$ cat src/rtl/jk_bank_ctrl_if.sv
// Request/bank bundle between two requesters, jk_bank_ctrl and the negedge JK bank.
// The slave side is the controller; the master side is user logic plus the bank's q outputs.
interface jk_bank_ctrl_if #(parameter int WIDTH = 8);
  logic             req0_valid;
  logic [2:0]       req0_op;
  logic [WIDTH-1:0] req0_mask;
  logic [WIDTH-1:0] req0_data;
  logic             req0_ack;
  logic             req1_valid;
  logic [2:0]       req1_op;
  logic [WIDTH-1:0] req1_mask;
  logic [WIDTH-1:0] req1_data;
  logic             req1_ack;
  logic [WIDTH-1:0] bank_q;
  logic [WIDTH-1:0] jk_j;
  logic [WIDTH-1:0] jk_k;
  logic             busy;
  logic             done;
  logic             grant_id;
  logic             err_illegal;

  modport slave (
    input  req0_valid, req0_op, req0_mask, req0_data,
    input  req1_valid, req1_op, req1_mask, req1_data,
    input  bank_q,
    output req0_ack, req1_ack, jk_j, jk_k, busy, done, grant_id, err_illegal
  );

  modport master (
    output req0_valid, req0_op, req0_mask, req0_data,
    output req1_valid, req1_op, req1_mask, req1_data,
    output bank_q,
    input  req0_ack, req1_ack, jk_j, jk_k, busy, done, grant_id, err_illegal
  );
endinterface

$ cat src/rtl/jk_bank_ctrl.sv
// Round-robin JK bank sequencer: ack in IDLE, j/k driven 1 cycle later, done 2 cycles after ack; requesters hold valid while busy.
// JK_ROTATE_EN makes opcode 101 a legal rotate-left of bank_q, otherwise 101 is illegal.
module jk_bank_ctrl #(
  parameter int WIDTH = 8
) (
  input  logic          clk,
  input  logic          rst,
  jk_bank_ctrl_if.slave bus
);

  typedef enum logic [1:0] {
    S_IDLE   = 2'd0,
    S_DRIVE  = 2'd1,
    S_SETTLE = 2'd2
  } state_t;

  localparam logic [2:0] OP_NOP  = 3'b000;
  localparam logic [2:0] OP_SET  = 3'b001;
  localparam logic [2:0] OP_CLR  = 3'b010;
  localparam logic [2:0] OP_TOG  = 3'b011;
  localparam logic [2:0] OP_LOAD = 3'b100;

  state_t           r_state;
  state_t           w_next;
  logic             r_grant_id;
  logic             r_err;
  logic [WIDTH-1:0] r_jk_j;
  logic [WIDTH-1:0] r_jk_k;

  logic             w_win;
  logic             w_accept;
  logic [2:0]       w_op;
  logic [WIDTH-1:0] w_mask;
  logic [WIDTH-1:0] w_data;
  logic [WIDTH-1:0] w_j;
  logic [WIDTH-1:0] w_k;
  logic             w_illegal;
  logic             w_ack0;
  logic             w_ack1;
  logic             w_busy;
  logic             w_done;

  // Tie goes to the requester that was not served last.
  always_comb begin
    if (bus.req0_valid && bus.req1_valid) begin
      w_win = ~r_grant_id;
    end else begin
      w_win = bus.req1_valid;
    end
  end

  assign w_accept = (r_state == S_IDLE) && (bus.req0_valid || bus.req1_valid) && !rst;
  assign w_op     = w_win ? bus.req1_op   : bus.req0_op;
  assign w_mask   = w_win ? bus.req1_mask : bus.req0_mask;
  assign w_data   = w_win ? bus.req1_data : bus.req0_data;

`ifdef JK_ROTATE_EN
  localparam logic [2:0] OP_ROT = 3'b101;
  logic [WIDTH-1:0] w_rot;

  generate
    if (WIDTH == 1) begin : g_rot1
      assign w_rot = bus.bank_q;
    end else begin : g_rotn
      assign w_rot = {bus.bank_q[WIDTH-2:0], bus.bank_q[WIDTH-1]};
    end
  endgenerate
`endif

  always_comb begin
    w_j       = '0;
    w_k       = '0;
    w_illegal = 1'b0;
    case (w_op)
      OP_NOP: begin
        w_j = '0;
        w_k = '0;
      end
      OP_SET:  w_j = w_mask;
      OP_CLR:  w_k = w_mask;
      OP_TOG: begin
        w_j = w_mask;
        w_k = w_mask;
      end
      OP_LOAD: begin
        w_j = w_data & w_mask;
        w_k = ~w_data & w_mask;
      end
`ifdef JK_ROTATE_EN
      OP_ROT: begin
        w_j = w_rot & w_mask;
        w_k = ~w_rot & w_mask;
      end
`endif
      default: w_illegal = 1'b1;
    endcase
  end

  always_ff @(posedge clk) begin
    if (rst) begin
      r_state <= S_IDLE;
    end else begin
      r_state <= w_next;
    end
  end

  always_comb begin
    w_next = r_state;
    w_ack0 = 1'b0;
    w_ack1 = 1'b0;
    w_busy = 1'b0;
    w_done = 1'b0;
    case (r_state)
      S_IDLE: begin
        if (w_accept) begin
          w_next = S_DRIVE;
          w_ack0 = ~w_win;
          w_ack1 = w_win;
        end
      end
      S_DRIVE: begin
        w_busy = 1'b1;
        w_next = S_SETTLE;
      end
      S_SETTLE: begin
        w_busy = 1'b1;
        w_done = 1'b1;
        w_next = S_IDLE;
      end
      default: w_next = S_IDLE;
    endcase
  end

  // j/k load only on accept, so they are nonzero in DRIVE alone.
  always_ff @(posedge clk) begin
    if (rst) begin
      r_jk_j     <= '0;
      r_jk_k     <= '0;
      r_grant_id <= 1'b1;
      r_err      <= 1'b0;
    end else if (w_accept) begin
      r_jk_j     <= w_j;
      r_jk_k     <= w_k;
      r_grant_id <= w_win;
      if (w_illegal) begin
        r_err <= 1'b1;
      end
    end else begin
      r_jk_j <= '0;
      r_jk_k <= '0;
    end
  end

  assign bus.req0_ack    = w_ack0;
  assign bus.req1_ack    = w_ack1;
  assign bus.jk_j        = r_jk_j;
  assign bus.jk_k        = r_jk_k;
  assign bus.busy        = w_busy;
  assign bus.done        = w_done;
  assign bus.grant_id    = r_grant_id;
  assign bus.err_illegal = r_err;

endmodule

$ cat src/flat_wrapper.sv
// flat-port wrapper written by rule: the top's interface ports become plain ports
module jk_bank_ctrl_flat 
#(
  parameter int WIDTH = 8
)
  (clk, rst, bus_req0_valid, bus_req0_op, bus_req0_mask, bus_req0_data, bus_req1_valid, bus_req1_op, bus_req1_mask, bus_req1_data, bus_bank_q, bus_req0_ack, bus_req1_ack, bus_jk_j, bus_jk_k, bus_busy, bus_done, bus_grant_id, bus_err_illegal);
  jk_bank_ctrl_if #(.WIDTH(WIDTH)) bus_i ();
  input  logic clk;
  input  logic rst;
  input wire logic [$bits(bus_i.req0_valid)-1:0] bus_req0_valid;
  input wire logic [$bits(bus_i.req0_op)-1:0] bus_req0_op;
  input wire logic [$bits(bus_i.req0_mask)-1:0] bus_req0_mask;
  input wire logic [$bits(bus_i.req0_data)-1:0] bus_req0_data;
  input wire logic [$bits(bus_i.req1_valid)-1:0] bus_req1_valid;
  input wire logic [$bits(bus_i.req1_op)-1:0] bus_req1_op;
  input wire logic [$bits(bus_i.req1_mask)-1:0] bus_req1_mask;
  input wire logic [$bits(bus_i.req1_data)-1:0] bus_req1_data;
  input wire logic [$bits(bus_i.bank_q)-1:0] bus_bank_q;
  output wire logic [$bits(bus_i.req0_ack)-1:0] bus_req0_ack;
  output wire logic [$bits(bus_i.req1_ack)-1:0] bus_req1_ack;
  output wire logic [$bits(bus_i.jk_j)-1:0] bus_jk_j;
  output wire logic [$bits(bus_i.jk_k)-1:0] bus_jk_k;
  output wire logic [$bits(bus_i.busy)-1:0] bus_busy;
  output wire logic [$bits(bus_i.done)-1:0] bus_done;
  output wire logic [$bits(bus_i.grant_id)-1:0] bus_grant_id;
  output wire logic [$bits(bus_i.err_illegal)-1:0] bus_err_illegal;
  assign bus_i.req0_valid = bus_req0_valid;
  assign bus_i.req0_op = bus_req0_op;
  assign bus_i.req0_mask = bus_req0_mask;
  assign bus_i.req0_data = bus_req0_data;
  assign bus_i.req1_valid = bus_req1_valid;
  assign bus_i.req1_op = bus_req1_op;
  assign bus_i.req1_mask = bus_req1_mask;
  assign bus_i.req1_data = bus_req1_data;
  assign bus_i.bank_q = bus_bank_q;
  assign bus_req0_ack = bus_i.req0_ack;
  assign bus_req1_ack = bus_i.req1_ack;
  assign bus_jk_j = bus_i.jk_j;
  assign bus_jk_k = bus_i.jk_k;
  assign bus_busy = bus_i.busy;
  assign bus_done = bus_i.done;
  assign bus_grant_id = bus_i.grant_id;
  assign bus_err_illegal = bus_i.err_illegal;
  jk_bank_ctrl #(.WIDTH(WIDTH)) u_core (.clk(clk), .rst(rst), .bus(bus_i));
endmodule
$ cat config.mk
export PLATFORM = sky130hd
export DESIGN_NAME = jk_bank_ctrl_flat
export DESIGN_NICKNAME = d
export VERILOG_FILES = /design/src/rtl/jk_bank_ctrl_if.sv /design/src/rtl/jk_bank_ctrl.sv /design/src/flat_wrapper.sv
export SDC_FILE = /design/constraint.sdc
export NUM_CORES = 1
export LEC_CHECK = 0
export BUFFER_PORTS_ARGS = -buffer_cell sky130_fd_sc_hd__buf_2
export CAP_MARGIN = 25
export CORE_UTILIZATION = 43
export DETAILED_ROUTE_END_ITERATION = 10
export GPL_TIMING_DRIVEN = 0
export HOLD_SLACK_MARGIN = 0.03
export PLACE_DENSITY = 0.93
export SLEW_MARGIN = 10
export SYNTH_ARGS = -nofsm -noshare
export SYNTH_HDL_FRONTEND = slang
export SYNTH_SLANG_ARGS = --single-unit
$ cat constraint.sdc
create_clock -name clk -period 3.7 [get_ports clk]
set_input_delay 0.185 -clock clk [delete_from_list [all_inputs] [get_ports clk]]
set_output_delay 0.185 -clock clk [all_outputs]
set_load 0.01 [all_outputs]
---- Yosys cells after proc, flatten, opt, wreduce, memory -nomap -nowiden ----
Index checks and enable logic that the tools add are counted.
word-level totals
  bits in registers ....................... 20
  latch bits .............................. 0
  memory bits (writable) .................. 0
  memory bits (read-only) ................. 0
  bits of input ports ..................... 50
  output and inout port bits .............. 22
  word-level logic and storage cells ...... 46
  memories ................................ 0
cells by class
  add/sub/neg operators ................... 0
  multipliers ............................. 0
  divide/modulo/power cells ............... 0
  order comparisons ....................... 0
  equality and inequality tests ........... 7
  shift-type cells ........................ 0
  muxes and demuxes ....................... 14
  bitwise logic cells ..................... 7
  reduce and logical (&&, ||, !) cells .... 13
operators by type and width
  cell                count
  $pmux 8 s2          2
  $and 8x8->8         2
  $mux 8              2
  $not 8->8           1
  $reduce_or 2->1     4
  $mux 1              7
  $eq 3x2->1 const B  2
  $reduce_or 5->1     1
  $not 1->1           4
  $pmux 2 s2          1
  $eq 3x1->1 const B  1
  $eq 3x3->1 const B  1
  $logic_and 1x1->1   3
  $logic_not 3->1     1
  $mux 3              1
  $eq 2x1->1 const B  1
  $eq 2x2->1 const B  1
  $logic_not 2->1     1
  $mux 2              1
  $ne 2x1->1 const B  1
  $reduce_and 2->1    1
  $logic_not 1->1     1
  $logic_or 1x1->1    1

---- Logic depth before layout (Yosys ltp) ----
Gate-level depths: netlist of run 1.
  depth after elaboration ................. 7
  depth in mapped cells ................... 6
  depth with buffers taken out ............ 6

---- Worst setup path after synthesis of run 1 ----
No wires, ideal clock.
  kind .................................... register to register
  start ................................... register u_core.r_state[0]
  end ..................................... register u_core.r_jk_k[0], in the netlist u_core.bus.jk_k[0]
  setup time .............................. 0.134 ns
  arrival time ............................ 1.229 ns
  required time ........................... 3.566 ns
  path slack .............................. 2.337 ns
  stages on the path, launching flop included .. 7
  path buffers ............................ 1
  clock period less this slack ............ 1.363 ns
  cells stage by stage .................... dfxtp_1 > inv_1 > ha_1 > and3b_1 > buf_4 > a22oi_1 > a21oi_1
on the way
  cells in the longest elaborated chain, start to end .. 5
ends and longest elaborated chain
  item                              line                 RTL
  from (decl)                       jk_bank_ctrl.sv:23   state_t r_state;
  from (signal assigned)            jk_bank_ctrl.sv:103  r_state <= w_next;
  $logic_not 2->1                   jk_bank_ctrl.sv:52   assign w_accept = (r_state == S_IDLE) && (bus.req0_valid || bus.req1_valid) && !rst;
  $logic_and 1x1->1 (2 in series)   jk_bank_ctrl.sv:52
  $not 1->1 (no source line)        --
  $reduce_or 2->1 (no source line)  --
  to (signal assigned)              jk_bank_ctrl.sv:143  r_jk_k <= w_k;
  to (decl)                         jk_bank_ctrl.sv:28   logic [WIDTH-1:0] r_jk_k;
No other way between the ends.
A chain may end at the register's enable or synchronous reset.

---- Final worst setup path of run 1 ----
  start ................................... register u_core.r_state[0]
  end ..................................... output bus_req0_ack
on the way
  cells in the longest elaborated chain, start to end .. 5
ends and longest elaborated chain
  item                             line                                     RTL
  $logic_not 2->1 *                jk_bank_ctrl.sv:52, jk_bank_ctrl.sv:113
  $logic_and 1x1->1 (2 in series)  jk_bank_ctrl.sv:52
  $mux 1                           jk_bank_ctrl.sv:115                      if (w_accept) begin
  $mux 1 *                         jk_bank_ctrl.sv:113                      case (r_state)
  to (decl)                        flat_wrapper.sv:19                       output wire logic [$bits(bus_i.req0_ack)-1:0] bus_req0_ack;
Mark *: on every way between the ends. The rest lies on a longest branch, timed or not.

==> results of run 1 <==
## state kept, by name, summed over array words and instances, names as in the netlist
signal / flops
u_core.bus.grant_id: 1
u_core.r_state: 2
u_core.bus.jk_j: 8
u_core.bus.jk_k: 8
u_core.bus.err_illegal: 1
## layout by cell type, fill, tap and decap left out, drive strengths merged
cell and count:
nand3b 1, nor2 11, a311o 1, a21oi 11, o21a 9, inv 4
mux2i 13, ha 4, dfxtp 20, buf 65, nor3b 4, nand2 8
o21ai 2, and3b 1, nor2b 2, clkbuf 3, a21boi 1, a31oi 1
mux2 1, a22oi 8
## worst reg2reg max path, delay by kind of cell (launching register included)
kind | cells | cell delay (ns)
AOI/OAI and AO/OA | 2 | 0.48
and+or+nand+nor | 1 | 0.04
muxes | 1 | 0.68
DFF | 1 | 0.36
## how the worst max path moves through the flow
stage,from,to,depth (start not counted)
finish,u_core.r_state[0]$_SDFFE_PP0P_,bus_req0_ack,5
global placement,bus_req1_valid,u_core.bus.jk_j[2]$_SDFF_PP0_,5
detailed placement,bus_req1_valid,u_core.bus.jk_j[1]$_SDFF_PP0_,5
CTS,u_core.r_state[0]$_SDFFE_PP0P_,bus_req0_ack,5
floorplan,u_core.r_state[0]$_SDFFE_PP0P_,u_core.bus.jk_k[0]$_SDFF_PP0_,6
global route,u_core.r_state[0]$_SDFFE_PP0P_,bus_req0_ack,5
## metal layers
layer / part of all wire / routed length (µm)
met1: 0.39 / 1028
met2: 0.55 / 1476
met3: 0.052 / 138
met4: 0.0086 / 23
met5: 0 / 0
## layout make-up
| class | count | area share |
|---|---|---|
| sequential | 20 | 0.2930 |
| multi-input combinational | 78 | 0.4093 |
| tap | 28 | 0.02564 |
| timing repair buffer | 63 | 0.2308 |
| inverter | 4 | 0.01099 |
| clock buffer | 3 | 0.01648 |
| buffer | 2 | 0.01374 |
## power by group
group / switching (mW) / internal (mW) / total, mW
Combinational: 0.0702 / 0.0619 / 0.132
Sequential: 0.00660 / 0.227 / 0.234
Clock: 0.0597 / 0.0378 / 0.0975
Total: 0.136 / 0.327 / 0.463
## logic make-up (layout without fill, tap and decap cells)
group           after synthesis  after routing  synth area share
compound gates               33             33            0.2393
fa+ha+maj                     4              4           0.05038
buf+inv                       6             72           0.03400
flops                        20             20            0.4030
mux                          14             14            0.1423
simple gates                 27             27            0.1310
==> out/metrics.yaml, run 1 <==
status:
  status: "finished, final reports clean"
clock_network:
  cts_setup_buffers: 0
  clock-sinks: 20
  clkTransAtPathRegs_ns: 0.10
  clkLatencyLatePin_ns: 0.29
  cts_buffers: 3
  cts_resized: 0
  cts_tree: "done"
  cts_root_buf: "clkbuf_4"
  cts_hold_buf: 0
  htreeDepth: 1
  cts_buffer_depth: 2
die:
  initial_core_util: 0.4535
  pin_count: 72
  core_area_mm2: 0.002191
  die_h_um: 50.07
  fp.dieW_um: 50.07
  rows: 17
  die_area_mm2: 0.002507
route:
  routed_via_density: 5.157
  drcViolationCount: 0
  wire_per_inst_um: 13.46
  ant_nets: 0
  drt_wl_total_mm: 2.666
  drt_iter0_drc: 23
  num_vias: 1021
  firstDrtPassIters: 4
yosys:
  syn_inst: 104
  ys_seq_elements: 20
  yosysTopAreaCell: "dfxtp_1"
  synthFlopType: "dfxtp_1"
  synthTopCellsByArea: "dfxtp_1 (40%), mux2i_1 (13%), o21a_1 (6.8%), a22oi_1 (6.0%), a21oi_1 (5.0%)"
  synth_commonest_cells: "dfxtp_1 (20), mux2i_1 (13), nor2_1 (11)"
  async_reset_ff_frac: 0
  yosys_warnings: 0
  syn_avg_cell_area_um2: 9.552
  post-synth-top-count-cell: "dfxtp_1"
  synth_fp_nets: 158
  yosysSeqAreaShare: 0.4030
  synth.distinct_cells: 21
  synth_top_area_share: 0.4030
  synth_edf_count: 0
  netlist_area_um2: 993.5
placed_design:
  dpl.hpwl_mm: 2.161
  place_area_mm2: 0.001344
  portBuffers: 63
  post-place-ws_ns: 2.042
  placed_cells: 195
  place.gp.congestion: 0.7536
sta:
  hold_viol: 0
  finalSetupTns_ns: 0
  fin_ws_ns: 1.777
  worst_slew_pin_slew_ns: 0.7535
  finalCriticalPeriod_ns: 1.923
  slew_violations: 0
  fin_crit_sh: 0.5198
  fmax_mhz: 519.9
  setup_viol: 0
  hold_slack_ns: 0.1210
  rsz0062_at_grt: "no"
  skew_ns: 0.006416
  relSlewSlack: 0.4833
setup_path:
  worstPathCellList: "inv_1 -> ha_1 -> nand3b_1 -> a21oi_2 -> buf_2"
  crit_buf_inv: 2
  ff2ff_path_depth: 4
  rrSetupSlack_ns: 2.03
  required_ns: 3.51
  r2r-end: "u_core.bus.jk_j[1]$_SDFF_PP0_"
  worst_r2r_startpoint: "u_core.bus.grant_id$_SDFFE_PP1P_"
  critPathLaunchType: "flop"
  slowest_delay_ns: 0.39
  critPathKind: "flop to output port"
  crit_fanout: 9
  arrival_ns: 1.74
  endpoint_kind: "output port"
  slowest_stage: "a21oi_2"
  path_delay_family: "compound AO/OA/AOI/OAI gates"
cells_and_area:
  nFillCells: 202
  fin_cells: 198
  multi_input_area_um2: 559.3
  diodes: 0
  stdcell_area_mm2: 0.001366
  fin_util: 0.6236
  drive_above_1_share: 0.4235
  area_growth_syn_to_layout_pct: 37.53
  seqCellArea_um2: 400.4
  fin_nets: 226
power_and_ir_drop:
  leakagePower_nw: 0.6611
  power_mw: 0.4631
  ir_drop_v: 0.0001920
  power_density_mw_per_mm2: 338.9
run:
  drv_cap: 0
global_routing:
  grt_util_met3: 0.04012
  antenna_found_initial: 0
  use_met1: 0.2519
  grt-ovfl-total: 0
  grt_start_max_net_pins: 11
  grt_pass1_wl_mm: 4.478
  met2_usage: 0.4511
  grt_pass1_vias: 1011
  grt_usage: 0.2311
  grt.busiest_layer: "met2"
min_path:
  hold_depth: 2
  whs_endpoint: "u_core.r_state[0]$_SDFFE_PP0P_"
  min_path_type: "input port to flop"
  min-delay-start: "rst"
No activity file was read; power rests on OpenSTA's default activity.
==> inputs of run 2 (changes only) <==
--- a/config.mk
+++ b/config.mk
@@ -7,11 +7,11 @@
 export LEC_CHECK = 0
 export BUFFER_PORTS_ARGS = -buffer_cell sky130_fd_sc_hd__buf_2
 export CAP_MARGIN = 25
-export CORE_UTILIZATION = 43
+export CORE_UTILIZATION = 40
 export DETAILED_ROUTE_END_ITERATION = 10
 export GPL_TIMING_DRIVEN = 0
 export HOLD_SLACK_MARGIN = 0.03
-export PLACE_DENSITY = 0.93
+export PLACE_DENSITY = 0.88
 export SLEW_MARGIN = 10
 export SYNTH_ARGS = -nofsm -noshare
 export SYNTH_HDL_FRONTEND = slang
==> constraint.sdc (replaced) <==
create_clock -name clk -period 1.88 [get_ports clk]
set_input_delay 0.094 -clock clk [delete_from_list [all_inputs] [get_ports clk]]
set_output_delay 0.094 -clock clk [all_outputs]
set_load 0.01 [all_outputs]
==> run 2 against run 1 <==
Effect of this change: register-to-register slack got worse by 1.8 ns; critical path type unchanged; count of clock-buffer cells in the layout unchanged; worst setup slack got worse by 1.5 ns.
==> out/metrics.yaml, run 2 (synthesis results as in run 1) <==
cells_and_area:
  nFillCells: 192  # -5.0%
  area_growth_syn_to_layout_pct: 43.83
  diodes: 0  # unchanged
  final_common_cell: "buf_2"
  final_cell_mix: "buf_2 (63), dfxtp_1 (20), mux2i_1 (13)"
  fin_nets: 229  # +1.3%
  drive_above_1_share: 0.4310  # +0.007505
  stdcell_area_mm2: 0.001429  # +4.6%
route:
  wire_per_inst_um: 13.06  # -3.0%
  firstDrtPassIters: 4  # unchanged
  ant_nets: 0  # unchanged
  drt_wl_total_mm: 2.639  # -1.0%
  num_vias: 1044  # +2.3%
  drt_iter0_drc: 25  # +8.7%
  drcViolationCount: 0  # unchanged
  routed_via_density: 5.168  # +0.23%
setup_path:
  worstPathCellList: "inv_1 -> ha_1 -> and3b_1 -> buf_4 -> buf_2"
  critPathLaunchType: "flop"
  required_ns: 1.79  # -1.72 ns
  crit_buf_inv: 3  # +1
  slowest_stage: "dfxtp_1"
  crit_fanout: 9  # unchanged
  endpoint_kind: "output port"
  arrival_ns: 1.55  # -0.19 ns
  critPathKind: "flop to output port"
  rrSetupSlack_ns: 0.24  # -1.79 ns
  path_delay_family: "buffers and inverters"
  slowest_delay_ns: 0.37  # -0.02 ns
sta:
  fmax_mhz: 609.9
  finalCriticalPeriod_ns: 1.640
  worst_slew_pin_slew_ns: 0.7171  # -0.03636 ns
  relSlewSlack: 0.5083  # +0.02494
  hold_viol: 0  # unchanged
  hold_slack_ns: 0.04450  # -0.07653 ns
  skew_ns: 0.008755  # +0.002340 ns
  finalSetupTns_ns: 0  # unchanged
  slew_violations: 0  # unchanged
  fin_crit_sh: 0.8721
  rsz0062_at_grt: "no"
  setup_viol: 0  # unchanged
clock_network:
  cts_tree: "done"
  clkTransAtPathRegs_ns: 0.12  # +0.02 ns
  clkLatencyLatePin_ns: 0.31  # +0.02 ns
  cts_buffers: 3  # unchanged
  cts_buffer_depth: 2  # unchanged
  clock-sinks: 20  # unchanged
  cts_root_buf: "clkbuf_4"
  htreeDepth: 1  # unchanged
global_routing:
  grt_pass1_vias: 985  # -2.6%
  grt-ovfl-total: 0  # unchanged
  antenna_found_initial: 0  # unchanged
  grt_start_max_net_pins: 13  # +2
  grt_pass1_wl_mm: 4.140  # -7.5%
  grt_usage: 0.2103  # -0.02081
status:
  status: "finished, final reports clean"
power_and_ir_drop:
  ir_drop_v: 0.0007352  # +280%
  power_density_mw_per_mm2: 757.4  # +120%
  leakagePower_nw: 0.6914  # +4.6%
placed_design:
  place_area_mm2: 0.001344  # unchanged
  place.gp.congestion: 0.7566  # +0.40%
  portBuffers: 63  # unchanged
  dpl.hpwl_mm: 2.007  # -7.1%
die:
  initial_core_util: 0.4365  # -0.01695
  fp.dieW_um: 51.84  # +3.5%
  die_h_um: 51.84  # +3.5%
  die_area_mm2: 0.002687  # +7.2%
  core_area_mm2: 0.002276  # +3.9%
  pin_count: 72  # unchanged
  rows: 17  # unchanged
min_path:
  min_path_type: "input port to flop"
run:
  drv_cap: 0  # unchanged
[run 2: cell types whose count changed in the layout (fill, tap and decap cells not counted)]
cell / previous run / this run
dlygate4sd3_1: 0 / 1
a21oi_2: 1 / 0
buf_4: 1 / 3
bufinv_16: 0 / 1
a21oi_4: 0 / 1
[run 2: per-layer routing]
metal	wire, µm	up-vias	track usage
met3	148	10	0.04386
met5	0	-	0
met2	1432	52	0.3868
li1	-	515	-
met4	113	0	0.09910
met1	944	467	0.2244
[run 2: worst reg2reg max path, cell delays in order, from the launching register on]
cell and delay (ns):
dfxtp_1 0.36, a21boi_4 0.24, mux2i_1 0.66, o21a_1 0.23, nor2_1 0.05
[run 2: metrics by stage]
step	utilization	std cells	worst slack, ns	power [mW]
floorplan	-	104	0.5173	0.6223
global placement	0.5904	195	0.2738	0.7140
detailed placement	0.5904	195	0.2698	0.7272
CTS	0.6179	200	0.04155	1.082
global route	0.6278	202	0.1384	1.127
finish	0.6278	202	0.2404	1.082
[run 2: final cells by class]
type / count / area (µm²) / area share
Inverter: 4 / 15.01 / 0.01051
Multi-Input combinational cell: 78 / 566.8 / 0.3967
Tap cell: 28 / 35.03 / 0.02452
Clock buffer: 3 / 22.52 / 0.01576
Timing Repair Buffer: 66 / 340.3 / 0.2382
Sequential cell: 20 / 400.4 / 0.2802
Buffer: 2 / 18.77 / 0.01313
Clock inverter: 1 / 30.03 / 0.02102
[run 2: timing repair]
| item | 4_1_cts | 5_1_grt |
|---|---|---|
| hold buffers | 1 | 0 |
| resized for setup | 0 | 1 |
| setup endpoints to repair | 0 | 1 |
| hold endpoints to repair | 3 | 0 |
| buffers inserted | 0 | 2 |
[run 2: path summary, 6_finish.rpt]
| kind | startpoint | end | cells past startpoint |
|---|---|---|---|
| max | u_core.r_state[0]$_SDFFE_PP0P_ | bus_req1_ack | 5 |
| min | bus_req0_mask[2] | u_core.bus.jk_j[2]$_SDFF_PP0_ | 3 |
| max reg2reg | u_core.bus.grant_id$_SDFFE_PP1P_ | u_core.bus.jk_j[5]$_SDFF_PP0_ | 4 |
| min reg2reg | u_core.bus.err_illegal$_SDFFE_PP0P_ | u_core.bus.err_illegal$_SDFFE_PP0P_ | 2 |
[run 2: where the power goes]
group / switching, mW / internal, mW
registers: 0.0113 / 0.447
logic: 0.141 / 0.129
clock network: 0.139 / 0.216
